## src/rtl/can_pkg.sv

```systemverilog
// Shared types and default field widths for the CAN bit-timing block.
package can_pkg;

  typedef enum logic [1:0] {
    StIdle,
    StSync,
    StSeg1,
    StSeg2
  } can_state_e;

  localparam int unsigned BrpWDefault   = 8;
  localparam int unsigned Tseg1WDefault = 4;
  localparam int unsigned Tseg2WDefault = 3;

endpackage

```

## src/rtl/can_rx_sync.sv

```systemverilog
// Two-flop synchronizer for the raw CAN RX pin plus recessive-to-dominant edge detect.
module can_rx_sync (
  input  logic clk_i,
  input  logic rst_ni,
  input  logic rx_i,
  output logic rx_s_o,
  output logic fall_o
);

  logic meta_q, meta_d;
  logic rx_s_q, rx_s_d;
  logic prev_q, prev_d;

  always_comb begin
    meta_d = rx_i;
    rx_s_d = meta_q;
    prev_d = rx_s_q;
  end

  // Idle bus is recessive, so everything resets high to avoid a false edge.
  always_ff @(posedge clk_i) begin
    if (!rst_ni) begin
      meta_q <= 1'b1;
      rx_s_q <= 1'b1;
      prev_q <= 1'b1;
    end else begin
      meta_q <= meta_d;
      rx_s_q <= rx_s_d;
      prev_q <= prev_d;
    end
  end

  assign rx_s_o = rx_s_q;
  assign fall_o = prev_q & ~rx_s_q;

endmodule

```

## src/rtl/can_bit_timing.sv

```systemverilog
// CAN bit timing: prescaler, SYNC/SEG1/SEG2 sequencing, hard sync and resync.
module can_bit_timing
  import can_pkg::*;
#(
  parameter int unsigned BRP_W   = BrpWDefault,
  parameter int unsigned TSEG1_W = Tseg1WDefault,
  parameter int unsigned TSEG2_W = Tseg2WDefault
) (
  input  logic               clk,
  input  logic               rst_n,
  input  logic               enable,
  input  logic [BRP_W-1:0]   brp,
  input  logic [TSEG1_W-1:0] tseg1,
  input  logic [TSEG2_W-1:0] tseg2,
  input  logic [1:0]         sjw,
  input  logic               rx_in,
  input  logic               tx_bit,
  input  logic               tx_active,
  input  logic               hard_sync_en,
  output logic               can_tx,
  output logic               rx_bit,
  output logic               sample_stb,
  output logic               tx_stb,
  output logic               bit_err
);

  // One spare bit so SEG1 can be lengthened by up to four tq.
  localparam int unsigned CntW = ((TSEG1_W > TSEG2_W) ? TSEG1_W : TSEG2_W) + 1;
  localparam int unsigned SumW = CntW + 1;

  can_state_e state_q, state_d, st_e;
  logic [BRP_W-1:0]   presc_q, presc_d, presc_e, brp_q, brp_d;
  logic [TSEG1_W-1:0] tseg1_q, tseg1_d;
  logic [TSEG2_W-1:0] tseg2_q, tseg2_d;
  logic [1:0]         sjw_q, sjw_d;
  logic [CntW-1:0]    tq_cnt_q, tq_cnt_d, tq_e;
  logic [CntW-1:0]    seg_last_q, seg_last_d, last_e;
  logic [CntW-1:0]    sjw_p1, ext;
  logic [SumW-1:0]    late_sum;
  logic               can_tx_q, can_tx_d, rx_bit_q, rx_bit_d;
  logic               resync_done_q, resync_done_d;
  logic               rx_s, rx_fall, edge_ok, sync_taken, tq_stb, seg_done;

  can_rx_sync u_rx_sync (
    .clk_i  (clk),
    .rst_ni (rst_n),
    .rx_i   (rx_in),
    .rx_s_o (rx_s),
    .fall_o (rx_fall)
  );

  always_comb begin
    state_d       = state_q;
    presc_d       = presc_q;
    tq_cnt_d      = tq_cnt_q;
    seg_last_d    = seg_last_q;
    brp_d         = brp_q;
    tseg1_d       = tseg1_q;
    tseg2_d       = tseg2_q;
    sjw_d         = sjw_q;
    can_tx_d      = can_tx_q;
    rx_bit_d      = rx_bit_q;
    resync_done_d = resync_done_q;
    st_e          = state_q;
    presc_e       = presc_q;
    tq_e          = tq_cnt_q;
    last_e        = seg_last_q;
    sync_taken    = 1'b0;

    sjw_p1   = CntW'(sjw_q) + CntW'(1);
    ext      = (tq_cnt_q < CntW'(sjw_q)) ? tq_cnt_q + CntW'(1) : sjw_p1;
    late_sum = SumW'(tq_cnt_q) + SumW'(sjw_q);

    // Dominant edges we drive ourselves carry no timing information.
    edge_ok = rx_fall && (state_q != StIdle) && (state_q != StSync || hard_sync_en) &&
              !(tx_active && !can_tx_q) && !resync_done_q;

    // Synchronisation rewrites the view of the current cycle, then the normal advance applies.
    if (edge_ok && hard_sync_en) begin
      st_e       = StSeg1;
      presc_e    = '0;
      tq_e       = '0;
      last_e     = CntW'(tseg1_q);
      sync_taken = 1'b1;
    end else if (edge_ok && state_q == StSeg1) begin
      last_e     = seg_last_q + ext;
      sync_taken = 1'b1;
    end else if (edge_ok && state_q == StSeg2) begin
      sync_taken = 1'b1;
      if (SumW'(tseg2_q) <= late_sum) begin
        st_e    = StSeg1;
        presc_e = '0;
        tq_e    = '0;
        last_e  = CntW'(tseg1_q);
      end else begin
        last_e = seg_last_q - sjw_p1;
      end
    end

    tq_stb     = (presc_e == brp_q);
    seg_done   = tq_stb && (tq_e == last_e);
    sample_stb = (st_e == StSeg1) && seg_done;
    tx_stb     = (state_q == StSync) && (presc_q == '0);
    bit_err    = sample_stb && tx_active && (rx_s != can_tx_q);

    unique case (st_e)
      StIdle: begin
        if (enable) begin
          state_d    = StSync;
          presc_d    = '0;
          tq_cnt_d   = '0;
          seg_last_d = '0;
          brp_d      = brp;
          tseg1_d    = tseg1;
          tseg2_d    = tseg2;
          sjw_d      = sjw;
        end
      end
      StSync, StSeg1, StSeg2: begin
        state_d    = st_e;
        presc_d    = tq_stb ? '0 : presc_e + BRP_W'(1);
        tq_cnt_d   = tq_stb ? tq_e + CntW'(1) : tq_e;
        seg_last_d = last_e;
        if (seg_done) begin
          tq_cnt_d = '0;
          unique case (st_e)
            StSync: begin
              state_d    = StSeg1;
              seg_last_d = CntW'(tseg1_q);
            end
            StSeg1: begin
              state_d    = StSeg2;
              seg_last_d = CntW'(tseg2_q);
            end
            default: begin
              state_d    = StSync;
              seg_last_d = '0;
            end
          endcase
        end
      end
    endcase

    if (tx_stb) can_tx_d = tx_bit;
    if (sample_stb) rx_bit_d = rx_s;

    if (sync_taken) resync_done_d = 1'b1;
    else if (sample_stb) resync_done_d = 1'b0;

    if (!enable) begin
      state_d       = StIdle;
      presc_d       = '0;
      tq_cnt_d      = '0;
      seg_last_d    = '0;
      resync_done_d = 1'b0;
    end
  end

  always_ff @(posedge clk) begin
    if (!rst_n) begin
      state_q       <= StIdle;
      presc_q       <= '0;
      tq_cnt_q      <= '0;
      seg_last_q    <= '0;
      brp_q         <= '0;
      tseg1_q       <= '0;
      tseg2_q       <= '0;
      sjw_q         <= '0;
      can_tx_q      <= 1'b1;
      rx_bit_q      <= 1'b1;
      resync_done_q <= 1'b0;
    end else begin
      state_q       <= state_d;
      presc_q       <= presc_d;
      tq_cnt_q      <= tq_cnt_d;
      seg_last_q    <= seg_last_d;
      brp_q         <= brp_d;
      tseg1_q       <= tseg1_d;
      tseg2_q       <= tseg2_d;
      sjw_q         <= sjw_d;
      can_tx_q      <= can_tx_d;
      rx_bit_q      <= rx_bit_d;
      resync_done_q <= resync_done_d;
    end
  end

  assign can_tx = can_tx_q;
  assign rx_bit = rx_bit_q;

endmodule

```

## config.mk

```make
export PLATFORM = sky130hd
export DESIGN_NAME = can_bit_timing
export DESIGN_NICKNAME = d
export VERILOG_FILES = /design/src/rtl/can_pkg.sv /design/src/rtl/can_rx_sync.sv /design/src/rtl/can_bit_timing.sv
export SDC_FILE = /design/constraint.sdc
export NUM_CORES = 1
export LEC_CHECK = 0
export BUFFER_PORTS_ARGS = -buffer_cell sky130_fd_sc_hd__buf_2
export CORE_MARGIN = 2
export CORE_UTILIZATION = 37
export DETAILED_ROUTE_END_ITERATION = 10
export RECOVER_POWER = 50
export SLEW_MARGIN = 20
export SYNTH_ARGS = -nofsm -noshare
export SYNTH_HDL_FRONTEND = slang
export SYNTH_HIERARCHICAL = 1
export SYNTH_SLANG_ARGS = --single-unit
```

## constraint.sdc

```tcl
create_clock -name clk -period 4.5 [get_ports clk]
set_input_delay 0.675 -clock clk [delete_from_list [all_inputs] [get_ports clk]]
set_output_delay 0.675 -clock clk [all_outputs]
set_load 0.005 [all_outputs]
```

==> key figures <==
Floorplan
  • Die Span Y: 93.88 um
  • Die area: 8813 um^2
  • Io pins: 29
  • Die X: 93.88 um
  • # rows: 32
  • Initial Util: 0.3848
  • Core Footprint: 7767 um^2

Power
  • Switching Fraction: 0.3060
  • PD cells: 235.2 nW/um^2
  • Pwr Total: 0.8337 mW
  • Sequential share of power: 0.492
  • Leakage: approximately 1.4 nW
  • P_int: 0.5786 mW
  • Psw: about 0.26 mW
  • Combinational cell fraction of total power: 0.205
  • Peak supply drop: 124.4 uV
  • Clock power frac: 0.303

Synth
  • Synth top area share: 0.2880
  • Number of flops mapped to enable cells by yosys: 0
  • Yosys reg bits: 43
  • Largest cells by area after synthesis: dfxtp_1, ha_1, nand2_1, a21boi_0, nor2_1
  • Synth area leader: dfxtp_1
  • Asr flop ratio synth: 0
  • Ys Warns: 6
  • Post-Syn Area: 2989 um^2
  • Seq/Total Area, Yosys: 0.2880
  • Cells after synthesis: 359
  • Ys flop type: dfxtp_1
  • Synth Net Count: around 410
  • Mapped Avg Cell Area: roughly 8.3 um^2
  • Count leader, synth: nand2_1
  • Yosys cell types: 59
  • Synth cell count leaders: nand2_1, dfxtp_1, nor2_1

Layout
  • Design area: 3545 um^2
  • Share of post-route cells with drive strength above 1: 0.2074
  • Core Util, Final: 0.4563
  • Area delta synth->final: 18.59%
  • Final Non-Filler Cells: approximately 500
  • # fillers: 782
  • Final #Nets: 453
  • Diodes inserted: 0
  • Multi-input logic area: approximately 2100 um^2
  • FF/Latch Area: 864.6 um^2

Timing
  • Final Critical Period: 4639 ps
  • Final Skew: 8.684 ps
  • Measured slew at the worst slew-check pin: 925.8 ps
  • RSZ-0062 raised after global routing: yes
  • Final Setup Violations: 2
  • Final Hold Fails: 0
  • Max-slew violations: 0
  • Setup WS post-layout: -138.5 ps
  • Rel. slew slack: 0.3828
  • Max frequency: 215.6 MHz
  • Final worst-path cycle share: 1.031

Flow run
  • Max_cap viols: 0

Setup path
  • Worst-path cell chain: ha_4, fa_2, inv_1, ha_4, and3_4, a2111oi_4, o21ai_2, a31oi_4, buf_4, buf_4, and2_0, inv_1, ha_1, inv_1, nor3_2, and3_1, buf_2
  • Startpoint types: flop
  • Critical Path RT: 3830 ps
  • Critical Path AT: 3960 ps
  • Endpoint class of the critical path: output pin
  • Worst Path Buf+Inv: 6
  • CP delay by family, top: adder cells
  • Slowest CP cell: fa_2
  • Crit path largest cell delay: approximately 560 ps
  • Crit-path max FO: 5
  • Kind of critical path: reg2out
  • Crit-path most repeated cell: inv_1

Detailed routing
  • DRC: 0
  • Wire per inst: approximately 15 um
  • Aggregate routed wire length: around 7500 um
  • DRC marker count from the first detailed-route iteration: 128
  • Routed via count: 2635
  • 1st-pass router iterations: 4
  • DRT antenna net count: 0
  • Vias per cell: 5.197

Status
  • Status: finished with violations
  • Failing checks: setup timing

GRT
  • Antenna violations before repair: 0
  • Total grt overflow: 0
  • Number of global-route vias before repair: between 2000 and 3000
  • Largest net degree at the start of global routing: 25
  • Gr usage total: 0.1814
  • First-pass GRT wire length: 12550 um

Place
  • Post-DP HPWL: about 5800 um
  • Placed Area: 3318 um^2
  • IO Port Bufs: 28
  • Cells after DPL: between 400 and 500
  • Pre-CTS setup slack: approximately 46 ps
  • Gp weighted congestion: 0.8815

Clock tree
  • CTS tree: yes
  • Hold_buf cts: 0
  • Worst skew pair latency: 300 ps
  • CTS H-tree depth: 2
  • Clk sink count: 43
  • Clk root buf: clkbuf_8
  • CTS buffer count: 5
  • Clock transition at the registers of the reported paths: 90 ps
  • Longest Clk Path Bufs: 2

Hold path
  • Hold WC Path Type: reg2reg
==> power groups by stage <==
stage,registers [mW],clock network (mW),logic [mW]
2_1_floorplan,0.412,0,0.114
5_1_grt,0.412,0.280,0.189
4_1_cts,0.410,0.260,0.161
3_5_place_dp,0.418,0,0.158
6_report,0.410,0.253,0.171
3_3_place_gp,0.418,0,0.156
==> kinds of logic after synthesis <==
family / synth area share
and+or+nand+nor: 0.2390
AOI/OAI and AO/OA: 0.2285
DFF: 0.2880
buffers and inverters: 0.04856
adders and majority gates: 0.1122
xor gates and xnor gates: 0.06446
muxes: 0.01800
other: 0.001255
==> flip-flops by register name (all words and copies together) (netlist names) <==
register          flops
brp_q                 8
can_tx                1
presc_q               8
resync_done_q         1
rx_bit                1
seg_last_q            5
sjw_q                 2
state_q               2
tq_cnt_q              5
tseg1_q               4
tseg2_q               3
u_rx_sync/meta_q      1
u_rx_sync/prev_q      1
u_rx_sync/rx_s_o      1
==> timing repair <==
action                     4_1_cts  5_1_grt
resized for setup               11       11
setup endpoints to repair        2        3
buffers inserted                 4        2
pin swaps                        6       10
==> final cells by class <==
| class | instances | area share |
|---|---|---|
| multi-input cells | 282 | 0.5821 |
| flip-flops and latches | 43 | 0.2439 |
| repair buffers | 51 | 0.09178 |
| well taps | 102 | 0.03600 |
| inverters | 21 | 0.02224 |
| clock buffers | 6 | 0.02047 |
| clock inverters | 2 | 0.003530 |
==> layout by cell type (no fill, tap or decap), drive strengths merged, types with 10 or more instances in the layout <==
cell type and instances:
nand2 48, buf 48, dfxtp 43, nor2 35
ha 22, inv 21, a21boi 18, o21ai 15
nand3 13, xor2 12, xnor2 10
==> metrics by stage <==
step	hold WS (ps)	TNS, ps
6_report	420.2	-232.0
5_1_grt	446.5	-566.2
4_1_cts	424.4	-216.6
3_5_place_dp	403.6	0
3_3_place_gp	400.7	0
2_1_floorplan	386.3	0
==> per-layer routing <==
layer | up-vias | wire (um) | global-route usage
met5 | - | 0 | 0
li1 | 1340 | - | -
met4 | 0 | 153 | 0.06522
met2 | 51 | 3381 | 0.2905
met1 | 1230 | 3735 | 0.2433
met3 | 14 | 261 | 0.03371
==> worst paths after layout <==
| kind | from | end | slack [ps] | cells after the start |
|---|---|---|---|---|
| max | tq_cnt_q[0] | bit_err | -140 | 17 |
| min | u_rx_sync/meta_q | u_rx_sync/rx_s_o | 420 | 1 |
| max reg2reg | tq_cnt_q[0] | seg_last_q[3] | 160 | 16 |
| min reg2reg | u_rx_sync/meta_q | u_rx_sync/rx_s_o | 420 | 1 |
(Power assumes the default switching activity.)
